--- config.mk ---
export PLATFORM = sky130hd
export DESIGN_NAME = ascon_job_scheduler
export DESIGN_NICKNAME = d
export VERILOG_FILES = /design/src/rtl/ascon_job_scheduler.sv
export SDC_FILE = /design/constraint.sdc
export NUM_CORES = 1
export LEC_CHECK = 0
export CAP_MARGIN = 15
export CORE_MARGIN = 1.5
export CORE_UTILIZATION = 55
export CTS_BUF_LIST = sky130_fd_sc_hd__clkbuf_16
export DETAILED_ROUTE_END_ITERATION = 8
export DONT_BUFFER_PORTS = 1
export PLACE_DENSITY = 0.7
export SYNTH_ARGS = -nofsm -noshare
export SYNTH_HDL_FRONTEND = slang
export SYNTH_SLANG_ARGS = --single-unit
--- constraint.sdc ---
create_clock -name clk -period 6.5 [get_ports clk]
set_clock_uncertainty 0.15 [all_clocks]
set_input_delay 1.3 -clock clk [delete_from_list [all_inputs] [get_ports clk]]
set_output_delay 1.3 -clock clk [all_outputs]
set_load 0.02 [all_outputs]
--- src/rtl/ascon_job_scheduler.sv ---
// ascon_job_scheduler: round-robin sequencer that shares one Ascon
// fault-countermeasure core between two requesters. Each job is guarded by a
// watchdog; a hung core is pulsed through core_rst and reported as a timeout.
//
// state   | meaning
// --------+------------------------------------------------------------
// IDLE    | no job; grant when a request waits and both FC readies are 0
// START   | one cycle: accept pulse on req_ready, start line rises
// WAIT    | start held, watchdog counts up until matching ready or TIMEOUT
// RECOVER | start low, core_rst high for RST_CYC cycles
// RESP    | result presented until resp_valid && resp_ready
module ascon_job_scheduler #(
  parameter int TIMEOUT = 1023,
  parameter int CW      = 10,
  parameter int RST_CYC = 2
) (
  input  logic       clk,
  input  logic       rst,
  input  logic [1:0] req_valid,
  input  logic [1:0] req_op,
  output logic [1:0] req_ready,
  output logic       encryption_start,
  output logic       decryption_start,
  input  logic       encryption_ready,
  input  logic       decryption_ready,
  input  logic       message_authentication,
  output logic       core_rst,
  output logic       resp_valid,
  input  logic       resp_ready,
  output logic       resp_id,
  output logic       resp_op,
  output logic       resp_auth,
  output logic       resp_timeout,
  output logic       busy
);

  typedef enum logic [2:0] {
    S_IDLE    = 3'd0,
    S_START   = 3'd1,
    S_WAIT    = 3'd2,
    S_RECOVER = 3'd3,
    S_RESP    = 3'd4
  } state_t;

  localparam logic [CW-1:0] TC_VAL   = CW'(TIMEOUT);
  localparam logic [CW-1:0] REC_LOAD = CW'(RST_CYC - 1);

  state_t        state, state_nxt;
  logic [CW-1:0] cnt;
  logic          rr;
  logic          job_id, job_op;
  logic          grant_ok, grant_id;
  logic          done, tc, rec_done;
  logic          op_sel, start_d;
  logic [1:0]    req_ready_d;
  logic          enc_start_d, dec_start_d, resp_valid_d, busy_d;

  // Stale ready from the previous job must be gone before a new grant.
  assign grant_ok = (|req_valid) && !encryption_ready && !decryption_ready;
  assign grant_id = (req_valid == 2'b11) ? rr : req_valid[1];
  assign done     = job_op ? decryption_ready : encryption_ready;
  assign tc       = (cnt == TC_VAL);
  assign rec_done = (cnt == '0);

  // Core reset follows rst combinationally so the FC is held during our reset.
  assign core_rst = rst || (state == S_RECOVER);

  // State register.
  always_ff @(posedge clk or posedge rst) begin
    if (rst) state <= S_IDLE;
    else     state <= state_nxt;
  end

  // Next-state logic; ready wins over a coincident terminal count.
  always_comb begin
    state_nxt = state;
    case (state)
      S_IDLE:    if (grant_ok) state_nxt = S_START;
      S_START:   state_nxt = S_WAIT;
      S_WAIT: begin
        if (done)    state_nxt = S_RESP;
        else if (tc) state_nxt = S_RECOVER;
      end
      S_RECOVER: if (rec_done) state_nxt = S_RESP;
      S_RESP:    if (resp_ready) state_nxt = S_IDLE;
      default:   state_nxt = S_IDLE;
    endcase
  end

  // Next values of the registered outputs, derived from the upcoming state.
  always_comb begin
    op_sel       = (state == S_IDLE) ? req_op[grant_id] : job_op;
    start_d      = (state_nxt == S_START) || (state_nxt == S_WAIT);
    enc_start_d  = start_d && !op_sel;
    dec_start_d  = start_d && op_sel;
    req_ready_d  = 2'b00;
    if (state == S_IDLE && state_nxt == S_START)
      req_ready_d = grant_id ? 2'b10 : 2'b01;
    resp_valid_d = (state_nxt == S_RESP);
    busy_d       = (state_nxt != S_IDLE);
  end

  // Output registers.
  always_ff @(posedge clk or posedge rst) begin
    if (rst) begin
      req_ready        <= 2'b00;
      encryption_start <= 1'b0;
      decryption_start <= 1'b0;
      resp_valid       <= 1'b0;
      busy             <= 1'b0;
    end else begin
      req_ready        <= req_ready_d;
      encryption_start <= enc_start_d;
      decryption_start <= dec_start_d;
      resp_valid       <= resp_valid_d;
      busy             <= busy_d;
    end
  end

  // Job context, watchdog / recover counter, round-robin pointer, result fields.
  always_ff @(posedge clk or posedge rst) begin
    if (rst) begin
      cnt          <= '0;
      rr           <= 1'b0;
      job_id       <= 1'b0;
      job_op       <= 1'b0;
      resp_id      <= 1'b0;
      resp_op      <= 1'b0;
      resp_auth    <= 1'b0;
      resp_timeout <= 1'b0;
    end else begin
      case (state)
        S_IDLE: begin
          if (grant_ok) begin
            job_id <= grant_id;
            job_op <= req_op[grant_id];
          end
        end
        S_START: cnt <= '0;
        S_WAIT: begin
          if (done) begin
            resp_id      <= job_id;
            resp_op      <= job_op;
            resp_auth    <= job_op && message_authentication;
            resp_timeout <= 1'b0;
          end else if (tc) begin
            cnt          <= REC_LOAD;
            resp_id      <= job_id;
            resp_op      <= job_op;
            resp_auth    <= 1'b0;
            resp_timeout <= 1'b1;
          end else begin
            cnt <= cnt + CW'(1);
          end
        end
        S_RECOVER: if (!rec_done) cnt <= cnt - CW'(1);
        S_RESP:    if (resp_ready) rr <= ~job_id;
        default: ;
      endcase
    end
  end

endmodule

======== After elaboration in Yosys (flattened, before gate mapping) ========
Cells that the tools add are included.
word-level totals
  register bits after elaboration ......... 26
  bits in latches ......................... 0
  RAM bits ................................ 0
  bits in read-only memories .............. 0
  input port bits ......................... 10
  output and inout bits ................... 11
  logic and storage cells ................. 75
  memories ................................ 0
cells by class
  $add $sub $neg .......................... 2
  $mul .................................... 0
  divide/modulo/power cells ............... 0
  $lt $le $gt $ge ......................... 1
  equal/unequal tests ..................... 11
  shifts and indexed selects .............. 0
  mux-type cells .......................... 25
  bitwise operators ....................... 1
  reductions and logical operators ........ 21
operators by type and width
  kind                                                number
  two-way mux 10 bit                                  3
  case mux 10 bit (3 select lines)                    1
  two-way mux 3 bit                                   5
  case mux 3 bit (5 select lines)                     1
  two-way mux 1 bit                                   13
  adder 10 x 1 -> 10 bit, second input constant       1
  == test 10 bit, second input constant               1
  zero test 10 bit                                    1
  subtractor 10 x 1 -> 10 bit, second input constant  1
  == test 3 x 2 -> 1 bit, second input constant       3
  == test 3 x 1 -> 1 bit, second input constant       2
  == test 3 bit, second input constant                2
  logical AND 1 bit                                   6
  AND reduction 2 bit                                 3
  nonzero test 3 bit                                  2
  two-way mux 2 bit                                   2
  != test 2 bit, second input constant                2
  zero test 1 bit                                     3
  zero test 3 bit                                     1
  AND reduction 3 bit                                 1
  == test 2 bit, second input constant                1
  logical OR 1 bit                                    2
  < comparator 1 x 2 -> 1 bit, second input constant  1
  nonzero test 2 bit                                  1
  2 further kinds                                     2

======== Logic depth before layout (Yosys ltp) ========
Gate-level depths: netlist of the first run.
  word-level depth ........................ 8
  depth in mapped cells ................... 10
  gate-level depth less buffers ........... 8

======== Worst setup path before layout of the first run ========
OpenSTA, ideal clock, no wires.
  path kind ............................... input -> output
  from .................................... input port rst
  to ...................................... output port core_rst
  arrival time ............................ 2.172 ns
  data required time ...................... 5.050 ns
  slack ................................... 2.878 ns
  stages .................................. 2
  path buffers ............................ 0
  cells stage by stage .................... inv_1 > nand2_1
on the way
  longest elaborated chain between the ends .. 1
ends and longest elaborated chain
  element           line  RTL
  from (decl)       18    input logic rst,
  logical OR 1 bit  66    assign core_rst = rst || (state == S_RECOVER);
  to (decl)         27    output logic core_rst,
No other way between the ends.

======== Worst setup path in the final report of the first run ========
Same ends and word-level chain as after synthesis.

==> metrics.md, run 1 <==
| Metric | Value |
|---|---|
| Dpl cells | `between 150 and 200` |
| Cell Area, Synth | `roughly 1600 sq um` |
| Root cell of the clock tree | `clkbuf_16` |
| Final Total Pwr | `roughly 0.77 mW` |
| Number of flip-flops in the largest register | `10` |
| CTS Hold Bufs | `0` |
| RePlAce Congestion | `0.795` |
| Biggest register | `cnt` |
| Critical Path Start | `rst` |
| Count leader, synth | `dfrtp_1` |
| Crit Path Max Fanout | `27` |
| CP Buf/Inv Count | `2` |
| FILL cells | `~250` |
| RSZ-0062 raised after global routing | `no` |
| # diodes | `0` |
| CTS max path bufs | `2` |
| Num CTS Buffers | `3` |
| Post-synth top area share | `a little over two fifths` |
| Share of synthesized registers carrying an async set or reset | `100%` |
| Final Max Slew Viols | `0` |
| Max Clock Freq | `approximately 300 MHz` |
| Clk slew on worst S/H paths | `about 0.060 ns` |
| Launching point of the worst reg2reg path | `cnt[0]$_DFFE_PP0P_` |
| PwrDens | `slightly below 500 nW/um^2` |
| Largest regs | `cnt (10), state (3), req_ready (2)` |
| Fin crit share | `around 51%` |
| Vias in the first global route | `roughly 1.3k` |
| Clock period minus worst slack | `approximately 3.3 ns` |
| WL/cell | `16.0 um` |
| Area leader, netlist | `dfrtp_1` |
| Mapped Cells | `172` |
| CP required | `5.05 ns` |
| Final ANT Viol Nets | `0` |
| H-tree levels | `1` |
| Die area | `approximately 3100 sq um` |
| Worst hold path class | `reg2reg` |
| Max cap viols | `0` |
| Outcome | `completed` |
| Postcts setup bufs | `0` |
| Family with the most delay on the worst path | `buffers and inverters` |
| Crit-path max cell delay | `approximately 0.31 ns` |
| Flop-to-flop setup slack | `3.93 ns` |
| Fin. Hold Viols | `0` |
| Final WL | `3.15 mm` |
| # DRC | `0` |
| Register area share after synthesis | `between 40% and 50%` |
| Critical-path cell list | `inv_1, buf_4, nand2_1` |
| Largest net degree at the start of global routing | `28` |
| Fraction of layout cells with a size suffix above 1 | `between 6 and 7%` |
| Area Overhead vs Synth | `3.55%` |
| Worst rel slew slack | `29.3%` |
| YS warnings | `0` |
| Highest-delay cell along the critical path | `buf_4` |
| Synth Area per Inst | `around 9 sq um` |
| Final setup fails | `0` |
| Total gr overflow | `0` |
| Footprint of the multi-input gates | `about 800 sq um` |
| Critical Path End | `core_rst` |
| Initial Util | `around 57%` |
| Worst-Skew Late Latency | `roughly 0.25 ns` |
| I/O pins | `21` |
| CTS-repair resized insts | `0` |
| Worst EP arrival | `1.88 ns` |
| Final Non-Filler Cells | `slightly below 200` |
| Die Y | `about 56 um` |
| Synth unique cells | `48` |
| First-pass GRT wire length | `around 5.7 mm` |
| Synth Register Bits | `26` |
| CTS tree | `yes` |
| Via density | `between 6 and 7` |
| DP HPWL | `2.27 mm` |
| Final core utilization | `between 50% and 60%` |
| Gr usage total | `between 20 and 25%` |
| Router iterations before antenna repair | `5` |
| Synth area leaders | `dfrtp_1 (42%), o21ai_0 (4.5%), a21oi_1 (3.6%), nand2_1 (3.4%), nor2_1 (2.9%)` |
| CP Capture Type | `output pin` |
| Port-buffer cells | `0` |
| Fin Setup TNS | `0 ns` |
| Nets | `180` |
| Pleak | `between 0.6 and 0.7 nW` |
| Die X | `roughly 56 um` |
| Capturing point of the worst reg2reg path | `cnt[9]$_DFFE_PP0P_` |
| Post-synth EDFFs | `0` |
| Slew @ Worst Pin | `1.04 ns` |
| Synth cell count leaders | `dfrtp_1 (26), nand2_1 (14), o21ai_0 (14), nor2_1 (12), a21oi_1 (11)` |
| Initial antenna violation count | `0` |
| Row count | `19` |
| FF+latch area | `~650 sq um` |
| FF-to-FF path depth | `8` |
| Worst hold slack | `0.335 ns` |
| Most used DFF post-synth | `dfrtp_1` |
| 1st-iter DRT viols | `56` |
| Critical path class | `in2out` |
| Peak VDD IR | `0.000309 V` |
| Sink Count | `26` |
| Setup crit start kind | `input pin` |
| Vias post-DR | `around 1.3k` |
| Crit. path cell count | `3` |
| Core area | `roughly 2700 sq um` |
| Syn Nets | `~190` |
stage by stage:
stage	cell area [sq um]	setup slack [ns]
5_1_grt	1610	3.09
3_3_place_gp	1530	3.15
6_report	1610	3.17
2_1_floorplan	1550	2.88
3_5_place_dp	1530	3.14
4_1_cts	1610	3.14
layout by cell type (no fill, tap or decap), types with 2 or more instances in the layout:
cell,count
nand3_1,7
a31oi_1,4
nor2b_1,5
nor2_1,12
o22ai_1,3
a21oi_1,11
o21a_1,3
mux2i_1,3
and3_1,4
inv_1,5
a211oi_1,2
dfrtp_1,26
nor4_1,3
o32ai_1,2
ha_1,3
mux2_2,2
nand2_1,14
o211ai_1,3
nand2b_1,3
nor3_1,6
nand4_1,3
o21ai_0,14
or3_1,2
clkbuf_16,3
layout make-up:
cell class              instances  share of cell area [%]
multi-input cells             129                    50.1
flip-flops and latches         26                    40.5
clock buffers                   3                    4.68
well taps                      31                    2.42
inverters                       6                    1.56
repair buffers                  1                   0.468
clock inverters                 1                   0.234
power breakdown:
| part | switching (mW) | internal (mW) | leakage (nW) |
|---|---|---|---|
| registers | 0.101 | 0.218 | 0.348 |
| logic | 0.188 | 0.133 | 0.290 |
| clock network | 0.0501 | 0.0821 | 0.0385 |
| total | 0.339 | 0.433 | 0.677 |
metal layers:
layer / part of all wire (%) / wire [um] / track usage, % / vias up
met2: 48 / 1510 / 37.3 / 58
met4: 0.79 / 25 / 9.18 / 0
li1: - / - / - / 629
met1: 45 / 1410 / 29.3 / 597
met3: 6.6 / 207 / 3.49 / 4
met5: 0 / 0 / 0 / -
worst min path at each step:
stage,startpoint,endpoint,slack (ns),cells after the start
global placement,rr$_DFFE_PP0P_,rr$_DFFE_PP0P_,0.32,2
CTS,job_id$_DFFE_PP0P_,rr$_DFFE_PP0P_,0.34,1
floorplan,rr$_DFFE_PP0P_,rr$_DFFE_PP0P_,0.29,2
global route,job_id$_DFFE_PP0P_,rr$_DFFE_PP0P_,0.37,1
detailed placement,rr$_DFFE_PP0P_,rr$_DFFE_PP0P_,0.33,2
finish,job_id$_DFFE_PP0P_,rr$_DFFE_PP0P_,0.34,1
kinds of logic (layout without fill, tap and decap cells):
| logic type | after synthesis | after routing | synth area share (%) |
|---|---|---|---|
| AOI/OAI and AO/OA | 57 | 57 | 24.7 |
| DFF | 26 | 26 | 42.0 |
| muxes | 5 | 5 | 3.39 |
| adders and majority gates | 3 | 3 | 2.42 |
| and+or+nand+nor | 64 | 64 | 21.4 |
| buffers and inverters | 17 | 11 | 6.13 |
(Power assumes the default switching activity.)
==> inputs of run 2 (changes only) <==
PLACE_DENSITY = 0.73   (was 0.7)
clock period = 2.7 ns   (was 6.5 ns; I/O delays follow)
==> metrics.md, run 2 (synthesis gave the netlist of run 1 again) <==
| Metric | Value |
|---|---|
| Outcome | `completed` |
| CP Capture Type | `register` |
| 1st-iter DRT viols | `86 (+54%)` |
| Row count | `19 (unchanged)` |
| Fin crit share | `between 80 and 90%` |
| FF+latch area | `651 sq um (unchanged)` |
| Initial Util | `57.2% (unchanged)` |
| Initial antenna violation count | `0 (unchanged)` |
| Critical Path Start | `cnt[0]$_DFFE_PP0P_` |
| Number of flip-flops in the largest register | `10 (unchanged)` |
| Critical path class | `reg2reg` |
| RSZ-0062 raised after global routing | `no` |
| Via density | `6.71 (+2.7%)` |
| Crit Path Max Fanout | `12 (-56%)` |
| Vias in the first global route | `1,284 (+2.1%)` |
| Launching point of the worst reg2reg path | `cnt[0]$_DFFE_PP0P_` |
| Die Y | `56.1 um (unchanged)` |
| PwrDens | `1220 nW/um^2 (+150%)` |
| Largest net degree at the start of global routing | `27 (-3.6%)` |
| CTS tree | `yes` |
| Worst-Skew Late Latency | `0.27 ns (+0.02 ns)` |
| I/O pins | `21 (unchanged)` |
| Router iterations before antenna repair | `5 (unchanged)` |
| Crit-path max cell delay | `0.49 ns (+0.18 ns)` |
| # diodes | `0 (unchanged)` |
| Max cap viols | `0 (unchanged)` |
| Dpl cells | `198 (+2.6%)` |
| Fin Setup TNS | `0 ns (unchanged)` |
| Core area | `2710 sq um (unchanged)` |
| Slew @ Worst Pin | `0.678 ns (-0.367 ns)` |
| Die area | `3150 sq um (unchanged)` |
| Final WL | `3.60 mm (+14%)` |
| Final Total Pwr | `2.04 mW (+160%)` |
| Worst EP arrival | `2.37 ns (+0.49 ns)` |
| CTS Hold Bufs | `0 (unchanged)` |
| DP HPWL | `2.55 mm (+12%)` |
| Largest regs | `cnt (10), state (3), req_ready (2)` |
| Root cell of the clock tree | `clkbuf_16` |
| Pleak | `0.713 nW (+5.4%)` |
| Clk slew on worst S/H paths | `0.07 ns (about the same)` |
| Peak VDD IR | `0.000769 V (+150%)` |
| CP required | `2.68 ns (-2.37 ns)` |
| Worst rel slew slack | `54.8% (+26 points)` |
| Biggest register | `cnt` |
| Gr usage total | `25.3% (+2.8 points)` |
| Worst hold path class | `in2async` |
| Critical-path cell list | `inv_1, ha_1, or4b_1, o31ai_4, a31o_2, inv_4, a21oi_2, a31oi_1` |
| Final ANT Viol Nets | `0 (unchanged)` |
| Most frequent cells in the layout | `dfrtp_1 (26), nand2_1 (14), o21ai_0 (14)` |
| Setup crit start kind | `register` |
| Highest-delay cell along the critical path | `or4b_1` |
| Fraction of layout cells with a size suffix above 1 | `10.5% (+3.9 points)` |
| Clock period minus worst slack | `between 2 and 2.5 ns` |
| WL/cell | `17.8 um (+11%)` |
| Postcts setup bufs | `0 (unchanged)` |
| Vias post-DR | `1,356 (+5.3%)` |
| Final core utilization | `61.6% (+2.4 points)` |
| Max Clock Freq | `420 MHz` |
| Die X | `56.1 um (unchanged)` |
| First-pass GRT wire length | `6.17 mm (+8.1%)` |
| Area Overhead vs Synth | `7.67%` |
| Commonest non-fill, non-tap cell in the layout | `dfrtp_1` |
| Worst hold slack | `0.128 ns (-0.207 ns)` |
| H-tree levels | `1 (unchanged)` |
| Nets | `185 (+2.8%)` |
| Footprint of the multi-input gates | `805 sq um (unchanged)` |
| FILL cells | `233 (-5.3%)` |
| Final setup fails | `0 (unchanged)` |
| Num CTS Buffers | `3 (unchanged)` |
| Total gr overflow | `0 (unchanged)` |
| # DRC | `0 (unchanged)` |
| Final Max Slew Viols | `0 (unchanged)` |
| CTS max path bufs | `2 (unchanged)` |
| Sink Count | `26 (unchanged)` |
| Fin. Hold Viols | `0 (unchanged)` |
| Port-buffer cells | `0 (unchanged)` |
| RePlAce Congestion | `0.851 (+7.1%)` |
| Final Non-Filler Cells | `202 (+2.5%)` |
-- run 2: cell types whose count changed in the layout (fill, tap and decap cells not counted), sizes merged --
cell / delta
buf: +5
bufinv: +1
clkinv: -1
-- run 2: path summary, 6_finish.rpt --
kind / slack, ns / depth (start not counted) / endpoint
min: 0.13 / 2 / cnt[5]$_DFFE_PP0P_
min in group clk: 0.30 / 2 / resp_auth$_DFFE_PP0P_
max: 0.32 / 8 / cnt[4]$_DFFE_PP0P_
max in group asynchronous: 2.02 / 2 / cnt[3]$_DFFE_PP0P_
max reg2reg: 0.32 / 8 / cnt[4]$_DFFE_PP0P_
min reg2reg: 0.33 / 2 / rr$_DFFE_PP0P_
-- run 2: worst max-delay path, delay by kind of cell, from the launching register on --
family / cells / cell delay, ns
AND/OR/NAND/NOR: 1 / 0.49
buffers and inverters: 2 / 0.23
AO/OA/AOI/OAI: 4 / 0.79
flip-flops: 1 / 0.43
adder cells (fa/ha/maj): 1 / 0.15
-- run 2: through the flow --
step | setup slack (ns) | instance area [sq um]
final | 0.316 | 1670
after global routing | 0.141 | 1670
after CTS | 0.225 | 1670
after detailed placement | 0.259 | 1560
after global placement | 0.316 | 1560
after floorplan | 0.485 | 1550
-- run 2: cell type report --
type | instances | area share [%]
multi-input cells | 129 | 48.2
repair buffers | 6 | 2.70
flip-flops and latches | 26 | 39.0
inverters | 6 | 1.50
clock inverters | 1 | 1.80
clock buffers | 3 | 4.50
well taps | 31 | 2.32
-- run 2: repair_timing --
item	CTS	global route
hold endpoints to repair	0	0
resized for setup	0	1
setup endpoints to repair	0	1
-- run 2: metal layers --
metal | track usage, % | vias to the layer above | share of wire [%] | wire length [um]
met2 | 40.8 | 58 | 49 | 1780
met4 | 14.6 | 0 | 4.1 | 148
met1 | 32.3 | 645 | 42 | 1520
met3 | 3.49 | 11 | 4.3 | 153
met5 | 0 | - | 0 | 0
li1 | - | 642 | - | -
-- run 2: where the power goes --
| group | internal, mW | switching [mW] |
|---|---|---|
| combinational | 0.350 | 0.487 |
| clock | 0.296 | 0.145 |
| sequential | 0.525 | 0.242 |
==> inputs of run 3 (changes only) <==
CTS_BUF_LIST = not set   (was sky130_fd_sc_hd__clkbuf_16)
==> metrics.md, run 3 (synthesis gave the netlist of run 1 again) <==
| Metric | Value |
|---|---|
| Fin crit share | `87.6% (-0.68 points)` |
| Via density | `6.61 (-1.5%)` |
| Row count | `19 (unchanged)` |
| Capturing point of the worst reg2reg path | `cnt[5]$_DFFE_PP0P_` |
| Clock share of power | `14.6% (-6.9 points)` |
| Die X | `56.1 um (unchanged)` |
| Final WL | `3.44 mm (-4.5%)` |
| Worst EP arrival | `2.43 ns (+0.06 ns)` |
| Final ANT Viol Nets | `0 (unchanged)` |
| Fin Setup TNS | `0 ns (unchanged)` |
| Die Y | `56.1 um (unchanged)` |
| Largest net degree at the start of global routing | `27 (unchanged)` |
| # diodes | `0 (unchanged)` |
| Seq pwr share | `40.8% (+3.3 points)` |
| H-tree levels | `1 (unchanged)` |
| Max Clock Freq | `423 MHz (+0.77%)` |
| CP Capture Type | `register` |
| FF-to-FF path depth | `8 (unchanged)` |
| Max cap viols | `0 (unchanged)` |
| Core area | `2710 sq um (unchanged)` |
| Worst hold path class | `in2async` |
| Dpl cells | `198 (unchanged)` |
| Sink Count | `26 (unchanged)` |
| Logic pwr share | `44.5% (+3.5 points)` |
| Number of flip-flops in the largest register | `10 (unchanged)` |
| Gr usage total | `24.7% (-0.59 points)` |
| Peak VDD IR | `0.000733 V (-4.6%)` |
| Clk slew on worst S/H paths | `0.14 ns (+0.07 ns)` |
| Final Non-Filler Cells | `202 (unchanged)` |
| Vias post-DR | `1,335 (-1.5%)` |
| I/O pins | `21 (unchanged)` |
| Port-buffer cells | `0 (unchanged)` |
| Final setup fails | `0 (unchanged)` |
| Initial Util | `57.2% (unchanged)` |
| CP required | `2.77 ns (+0.09 ns)` |
| PwrDens | `1150 nW/um^2 (-6.0%)` |
| Vias in the first global route | `1,285 (+0.078%)` |
| CTS max path bufs | `2 (unchanged)` |
| CTS tree | `yes` |
| Internal | `1.02 mW (-13%)` |
| Num CTS Buffers | `3 (unchanged)` |
| Fraction of layout cells with a size suffix above 1 | `10.5% (unchanged)` |
| Worst-Skew Late Latency | `0.33 ns (+0.06 ns)` |
| Biggest register | `cnt` |
| Initial antenna violation count | `0 (unchanged)` |
| Largest regs | `cnt (10), state (3), req_ready (2)` |
| RSZ-0062 raised after global routing | `no` |
| DP HPWL | `2.55 mm (unchanged)` |
| Flop-to-flop setup slack | `0.33 ns (+0.02 ns)` |
| Final Max Slew Viols | `0 (unchanged)` |
| Outcome | `completed` |
| Worst rel slew slack | `55.4% (+0.63 points)` |
| Clock period minus worst slack | `2.37 ns (-0.0183 ns)` |
| Pleak | `0.690 nW (-3.2%)` |
| Setup crit start kind | `register` |
| Root cell of the clock tree | `clkbuf_4` |
| Commonest non-fill, non-tap cell in the layout | `dfrtp_1` |
| Crit Path Max Fanout | `12 (unchanged)` |
| Final core utilization | `59.6% (-1.9 points)` |
| Area Overhead vs Synth | `4.28%` |
| Total gr overflow | `0 (unchanged)` |
| Final Total Pwr | `1.86 mW (-9.0%)` |
| Most frequent cells in the layout | `dfrtp_1 (26), nand2_1 (14), o21ai_0 (14)` |
| Critical path class | `reg2reg` |
| Net Sw Frac | `45.0% (+2.3 points)` |
| FILL cells | `240 (+3.0%)` |
| Net Switching | `0.838 mW (-4.0%)` |
| Launching point of the worst reg2reg path | `cnt[0]$_DFFE_PP0P_` |
| Router iterations before antenna repair | `4 (-1)` |
| Die area | `3150 sq um (unchanged)` |
| # DRC | `0 (unchanged)` |
| WL/cell | `17.0 um (-4.5%)` |
| Nets | `185 (unchanged)` |
| RePlAce Congestion | `0.851 (unchanged)` |
| Postcts setup bufs | `0 (unchanged)` |
| First-pass GRT wire length | `6.07 mm (-1.6%)` |
| 1st-iter DRT viols | `62 (-28%)` |
| Slew @ Worst Pin | `0.669 ns (-0.00944 ns)` |
| Fin. Hold Viols | `0 (unchanged)` |
[run 3: area by class of cell]
cell class | instances | area (sq um) | area share [%]
clock buffers | 3 | 22.5 | 1.39
clock inverters | 1 | 30.0 | 1.86
inverters | 6 | 25.0 | 1.55
multi-input cells | 129 | 805 | 49.8
flip-flops and latches | 26 | 651 | 40.2
well taps | 31 | 38.8 | 2.40
repair buffers | 6 | 45.0 | 2.79
[run 3: layer usage]
layer	global-route usage [%]	wire length, um	vias to the layer above
li1	-	-	646
met1	31.8	1420	629
met2	39.2	1710	47
met3	3.72	163	13
met4	14.6	146	0
met5	0	0	-
[run 3: metrics by stage]
stage	area, sq um	hold slack [ns]	worst slack (ns)
2_1_floorplan	1550	0.294	0.485
3_3_place_gp	1560	0.309	0.316
3_5_place_dp	1560	0.328	0.259
4_1_cts	1620	0.0628	0.237
5_1_grt	1620	0.0740	0.151
6_report	1620	0.0414	0.335
[run 3: worst max path at each step]
stage,startpoint,end,slack (ns),depth (start not counted)
final,cnt[0]$_DFFE_PP0P_,cnt[5]$_DFFE_PP0P_,0.33,8
after global placement,cnt[0]$_DFFE_PP0P_,cnt[6]$_DFFE_PP0P_,0.32,8
after detailed placement,cnt[0]$_DFFE_PP0P_,cnt[9]$_DFFE_PP0P_,0.26,8
after global routing,cnt[0]$_DFFE_PP0P_,cnt[6]$_DFFE_PP0P_,0.15,8
after floorplan,cnt[0]$_DFFE_PP0P_,cnt[9]$_DFFE_PP0P_,0.49,10
after CTS,cnt[0]$_DFFE_PP0P_,cnt[4]$_DFFE_PP0P_,0.24,8
[run 3: repair_timing]
item | CTS | global route
hold endpoints to repair | 0 | 0
endpoints found under the setup margin | 0 | 1
resized for setup | 0 | 1
hold buffers | 0 | 0
[run 3: power groups by stage]
stage               logic, mW  registers (mW)  clock network, mW
floorplan               0.767           0.671                  0
global placement        0.781           0.755                  0
detailed placement      0.812           0.769                  0
CTS                     0.818           0.760              0.275
global route            0.929           0.789              0.286
finish                  0.829           0.760              0.272
[run 3: worst max-delay path: stages, from the launching register on]
cell,delay (ns)
dfrtp_1,0.46
inv_1,0.12
ha_1,0.14
or4b_1,0.48
o31ai_4,0.25
a31o_2,0.36
inv_4,0.12
a21oi_1,0.14
a31oi_1,0.05
